===== config.mk =====
export PLATFORM = sky130hd
export DESIGN_NAME = adder_pipe
export DESIGN_NICKNAME = d
export VERILOG_FILES = /design/src/rtl/adder_pipe.sv
export SDC_FILE = /design/constraint.sdc
export NUM_CORES = 1
export LEC_CHECK = 0
export CAP_MARGIN = 0
export CORE_MARGIN = 4
export CORE_UTILIZATION = 44
export DETAILED_ROUTE_END_ITERATION = 10
export PLACE_DENSITY = 0.86
export REMOVE_ABC_BUFFERS = 1
export SLEW_MARGIN = 25
export SYNTH_ARGS = -nofsm -noshare
export SYNTH_HDL_FRONTEND = slang
export SYNTH_SLANG_ARGS = --single-unit

===== constraint.sdc =====
create_clock -name Clk -period 1.64 [get_ports Clk]
set_input_delay 0.246 -clock Clk [delete_from_list [all_inputs] [get_ports Clk]]
set_output_delay 0.246 -clock Clk [all_outputs]
set_load 0.02 [all_outputs]

===== src/rtl/adder_pipe.sv =====
// adder_pipe: pipelined add/subtract unit. The carry chain is cut into STAGES equal
// chunks, with optional saturation and unsigned/signed overflow reporting.
module adder_pipe #(
  parameter int WIDTH    = 8,
  parameter int STAGES   = 2,
  parameter bit SATURATE = 1'b0
) (
  input  logic             Clk,
  input  logic             Rst_n,
  input  logic             En,
  input  logic             InValid,
  input  logic [WIDTH-1:0] A,
  input  logic [WIDTH-1:0] B,
  input  logic             Sub,
  input  logic             Signed,
  output logic             OutValid,
  output logic [WIDTH-1:0] Sum,
  output logic             Carry,
  output logic             Overflow
);

  localparam int CW   = WIDTH / STAGES;
  localparam int LAST = STAGES - 1;

  if (WIDTH < 2 || STAGES < 1 || STAGES > WIDTH || (WIDTH % STAGES) != 0) begin : g_param_check
    $error("adder_pipe: illegal WIDTH/STAGES combination");
  end

  // Stage k sees the operand bits still pending (chunks k and up) and the result
  // chunks already produced below it; each stage peels one chunk off the operands.
  for (genvar k = 0; k < STAGES; k++) begin : g_st
    localparam int HI = WIDTH - k * CW;

    logic [HI-1:0]       a_i;
    logic [HI-1:0]       b_i;
    logic                c_i;
    logic                v_i;
    logic                sub_i;
    logic                sgn_i;
    logic [CW:0]         chunk;
    logic [(k+1)*CW-1:0] res_o;
    logic                c_o;

    always_comb begin
      chunk = {1'b0, a_i[CW-1:0]} + {1'b0, b_i[CW-1:0]} + {{CW{1'b0}}, c_i};
      c_o   = chunk[CW];
    end

    if (k == 0) begin : g_in
      always_comb begin
        a_i   = A;
        b_i   = Sub ? ~B : B;
        c_i   = Sub;
        v_i   = InValid;
        sub_i = Sub;
        sgn_i = Signed;
        res_o = chunk[CW-1:0];
      end
    end else begin : g_in
      logic [HI-1:0]   a_q;
      logic [HI-1:0]   a_d;
      logic [HI-1:0]   b_q;
      logic [HI-1:0]   b_d;
      logic [k*CW-1:0] res_q;
      logic [k*CW-1:0] res_d;
      logic            c_q;
      logic            c_d;
      logic            v_q;
      logic            v_d;
      logic            sub_q;
      logic            sub_d;
      logic            sgn_q;
      logic            sgn_d;

      // Bubbles advance like real slots; only the valid bit decides whether they matter.
      always_comb begin
        a_d   = a_q;
        b_d   = b_q;
        res_d = res_q;
        c_d   = c_q;
        v_d   = v_q;
        sub_d = sub_q;
        sgn_d = sgn_q;
        if (En) begin
          a_d   = g_st[k-1].a_i[HI+CW-1:CW];
          b_d   = g_st[k-1].b_i[HI+CW-1:CW];
          res_d = g_st[k-1].res_o;
          c_d   = g_st[k-1].c_o;
          v_d   = g_st[k-1].v_i;
          sub_d = g_st[k-1].sub_i;
          sgn_d = g_st[k-1].sgn_i;
        end
      end

      always_ff @(posedge Clk or negedge Rst_n) begin
        if (!Rst_n) begin
          a_q   <= '0;
          b_q   <= '0;
          res_q <= '0;
          c_q   <= 1'b0;
          v_q   <= 1'b0;
          sub_q <= 1'b0;
          sgn_q <= 1'b0;
        end else begin
          a_q   <= a_d;
          b_q   <= b_d;
          res_q <= res_d;
          c_q   <= c_d;
          v_q   <= v_d;
          sub_q <= sub_d;
          sgn_q <= sgn_d;
        end
      end

      always_comb begin
        a_i   = a_q;
        b_i   = b_q;
        c_i   = c_q;
        v_i   = v_q;
        sub_i = sub_q;
        sgn_i = sgn_q;
        res_o = {chunk[CW-1:0], res_q};
      end
    end
  end

  logic [WIDTH-1:0] last_sum;
  logic             last_carry;
  logic             last_v;
  logic             last_sub;
  logic             last_sgn;
  logic             a_msb;
  logic             b_msb;
  logic             ovf;
  logic [WIDTH-1:0] sum_sat;

  // b_msb is the MSB of the operand actually added, i.e. already inverted for Sub.
  always_comb begin
    last_sum   = g_st[LAST].res_o;
    last_carry = g_st[LAST].c_o;
    last_v     = g_st[LAST].v_i;
    last_sub   = g_st[LAST].sub_i;
    last_sgn   = g_st[LAST].sgn_i;
    a_msb      = g_st[LAST].a_i[CW-1];
    b_msb      = g_st[LAST].b_i[CW-1];
    if (last_sgn) begin
      ovf = (a_msb == b_msb) && (last_sum[WIDTH-1] != a_msb);
    end else begin
      ovf = last_sub ? ~last_carry : last_carry;
    end
    sum_sat = last_sum;
    if (SATURATE && ovf) begin
      if (last_sgn) begin
        sum_sat = a_msb ? {1'b1, {(WIDTH-1){1'b0}}} : {1'b0, {(WIDTH-1){1'b1}}};
      end else begin
        sum_sat = last_sub ? '0 : '1;
      end
    end
  end

  logic             out_valid_q;
  logic             out_valid_d;
  logic [WIDTH-1:0] sum_q;
  logic [WIDTH-1:0] sum_d;
  logic             carry_q;
  logic             carry_d;
  logic             overflow_q;
  logic             overflow_d;

  always_comb begin
    out_valid_d = out_valid_q;
    sum_d       = sum_q;
    carry_d     = carry_q;
    overflow_d  = overflow_q;
    if (En) begin
      out_valid_d = last_v;
      if (last_v) begin
        sum_d      = sum_sat;
        carry_d    = last_carry;
        overflow_d = ovf;
      end
    end
  end

  always_ff @(posedge Clk or negedge Rst_n) begin
    if (!Rst_n) begin
      out_valid_q <= 1'b0;
      sum_q       <= '0;
      carry_q     <= 1'b0;
      overflow_q  <= 1'b0;
    end else begin
      out_valid_q <= out_valid_d;
      sum_q       <= sum_d;
      carry_q     <= carry_d;
      overflow_q  <= overflow_d;
    end
  end

  assign OutValid = out_valid_q;
  assign Sum      = sum_q;
  assign Carry    = carry_q;
  assign Overflow = overflow_q;

endmodule


==> results.py <==
metrics = {
    "hold_path": {
        "hp-class": "in2async",
    },
    "grt": {
        "grt_max_degree": 28,
        "gr-usage-all-layers_pct": 15.9,
        "antenna_found_initial": 0,
        "grt_pass1_vias": 1109,
        "grt_overflow": 0,
        "grt_pass1_wl_mm": 5.11,
    },
    "critical_path": {
        "cp_top_family": "compound AO/OA/AOI/OAI gates",
        "crit_arrival_ns": 1.99,
        "cp_max_fo": 2,
        "path_cells": "fa_2, a21o_1, a21oi_2, mux2_2, o21ai_1",
        "cpMaxStageDelayCell": "dfrtp_1",
        "crit_type": "reg2reg",
        "reg2reg_slack_ns": -0.09,
        "start_kind": "register",
        "critPathBufInv": 0,
        "end_kind": "register",
        "crit_required_ns": 1.90,
        "slowest_delay_ns": 0.43,
    },
    "drt": {
        "remaining_drc_errors": 0,
        "drt_iter0_drc": 46,
        "ant_nets": 0,
        "num_vias": 987,
        "firstDrtPassIters": 6,
        "drt-wirelength-per-cell_um": 13.9,
        "routed_wirelength_mm": 2.84,
        "viasPerCell": 4.84,
    },
    "pwr": {
        "p_sw_share_pct": 32.7,
        "p_leak_uw": 0.000830,
        "pwr-share-seq_pct": 44.8,
        "intPower_uw": 1370,
        "p_comb_share_pct": 41.2,
        "peakVddDrop_mv": 0.399,
        "power.density_nw_per_um2": 1080,
        "p_sw_uw": 665,
        "p_clk_share_pct": 14.0,
    },
    "sta": {
        "worstMarginPinSlew_ns": 0.334,
        "min_period_ns": 1.73,
        "slew-limit-headroom_pct": 77.7,
        "drv_slew": 0,
        "rsz0062_at_grt": "true",
        "max_freq_mhz": 579,
        "fin_skew_ns": 0.00229,
        "setup_ws_ns": -0.0884,
        "setup_tns_ns": -0.0884,
        "finalSetupViolCount": 1,
        "fin_crit_sh_pct": 105,
        "hold_viol": 0,
    },
    "clock_network": {
        "cts_tree": "built",
        "cts_hold_buf": 0,
        "cts_root_buf": "clkbuf_4",
        "clkTransAtPathRegs_ns": 0.14,
        "h-tree-depth": 1,
        "max-clock-path-buffers": 2,
        "cts_num_sinks": 27,
        "numCtsBuffers": 3,
        "clock_latency_ns": 0.32,
    },
    "synthesis": {
        "ys_seq_area_share_pct": 49.0,
        "synthCells": 116,
        "syn_avg_cell_area_sq_um": 11.9,
        "synth_cell_type_count": 24,
        "synth-seq-cells": 27,
        "netlist_area_sq_um": 1380,
        "yosysWarningCount": 0,
    },
    "floorplanning": {
        "die_h_um": 64.0,
        "core-area_sq_um": 3030,
        "num_rows": 20,
        "die_x_um": 64.0,
        "initial_core_util_pct": 45.5,
        "ios": 33,
        "dieArea_sq_um": 4090,
    },
    "cells_and_area": {
        "nets": 192,
        "syn_to_final_growth_pct": 36.8,
        "diodes": 0,
        "fillers": 235,
        "layout.core_utilization_pct": 62.3,
        "drive_above_1_share_pct": 25.0,
        "stdcell_area_sq_um": 1890,
    },
    "placement": {
        "gp_congestion": 0.783,
        "port_buffers": 32,
        "dpl_cell_area_sq_um": 1820,
        "dp_slack_ns": -0.439,
        "dp_hpwl_mm": 2.27,
    },
    "flow_run": {
        "drv_cap": 0,
    },
    "outcome": {
        "status": "finished with violations",
        "violations": "negative setup slack",
    },
}
==> cells in the final DEF, fill, tap and decap left out, drive strengths merged, types with 2 or more instances in the layout <==
cell type,instances
a21o,4
o21ai,7
dlymetal6s2s,2
xor2,5
dfrtp,27
clkdlybuf4s50,29
inv,4
xnor2,7
fa,3
nor2,10
a21oi,9
nand2,7
ha,6
mux2,15
clkbuf,4
buf,13
==> metrics by stage <==
stage | std cells | total power [uW] | hold WS [ns]
after detailed placement | 199 | 1740 | 0.469
final | 204 | 2030 | 0.277
after global placement | 199 | 1700 | 0.463
after global routing | 204 | 2180 | 0.297
after CTS | 204 | 2060 | 0.286
after floorplan | 111 | 1340 | -0.0496
==> cells by family (layout without fill, tap and decap cells) <==
group,Yosys count,count (layout),share of synthesized area [%]
AND/OR/NAND/NOR,21,21,6.99
flip-flops,27,27,49.0
AO/OA/AOI/OAI,23,23,10.7
XOR/XNOR,12,12,7.62
buffers and inverters,9,53,3.08
multiplexers,15,15,12.8
adder cells (fa/ha/maj),9,9,9.80
==> worst paths after layout <==
check	start	end	cells past startpoint
worst max-delay path	g_st[1].a_i[0]	Overflow	5
worst min-delay path	Rst_n	g_st[1].a_i[1]	2
worst max register to register	g_st[1].a_i[0]	Overflow	5
worst min register to register	Sum[6]	Sum[6]	2
max in group asynchronous	Rst_n	Sum[5]	2
min in group Clk	B[0]	g_st[1].g_in.res_q[0]	4
==> flip-flops by register name, indices dropped and copies added (netlist names) <==
signal	count
g_st.g_in.sub_q	1
g_st.g_in.v_q	1
Sum	8
g_st.b_i	4
g_st.g_in.res_q	4
g_st.a_i	4
Overflow	1
g_st.c_i	1
Carry	1
g_st.g_in.sgn_q	1
OutValid	1
==> cells in the mapped netlist, drive strengths merged <==
cell type	n	share of area, %
fa	3	4.4
ha	6	5.4
clkbuf	2	0.54
nor2	10	2.7
a211oi	1	0.54
dfrtp	27	49
a21oi	9	3.3
a221oi	1	0.64
o21ai	7	2.5
inv	4	1.1
nand3b	1	0.54
a21o	4	2.2
mux2	15	13
nand2	7	1.9
nor3b	1	0.54
xor2	5	3.2
a31oi	1	1.5
xnor2	7	4.4
buf	3	1.5
nand2b	1	0.45
nand4bb	1	0.82
==> routing by layer <==
layer	share of wire, %	vias up	global-route usage, %
li1	-	482	-
met1	41	472	18.4
met2	52	27	28.3
met3	4.3	6	2.64
met4	2.2	0	7.55
met5	0	-	0
==> repair_timing <==
item                                    4_1_cts  5_1_grt
hold endpoints to repair                      0        0
pin swaps                                     1        2
resized for setup                            10        3
endpoints found under the setup margin        5        5
setup buffers                                 1        0
==> area by class of cell <==
cell class | instances | area [sq um] | area share, %
Clock buffer | 4 | 26.3 | 1.39
Inverter | 4 | 15.0 | 0.796
Multi-Input combinational cell | 80 | 693 | 36.7
Sequential cell | 27 | 676 | 35.8
Tap cell | 44 | 55.1 | 2.92
Timing Repair Buffer | 45 | 422 | 22.3
==> worst register-to-register path, cell delays in order (launching register included) <==
cell and delay [ns]:
dfrtp_1 0.43, fa_2 0.41, a21o_1 0.18, a21oi_2 0.18
mux2_2 0.35, o21ai_1 0.12
==> power groups by stage <==
stage               Sequential (uW)  Clock (uW)  Combinational, uW
detailed placement              929           0                814
CTS                             916         294                849
global route                    936         326                916
finish                          912         285                838
global placement                916           0                782
floorplan                      1030           0                309
No activity file was read; power rests on OpenSTA's default activity.
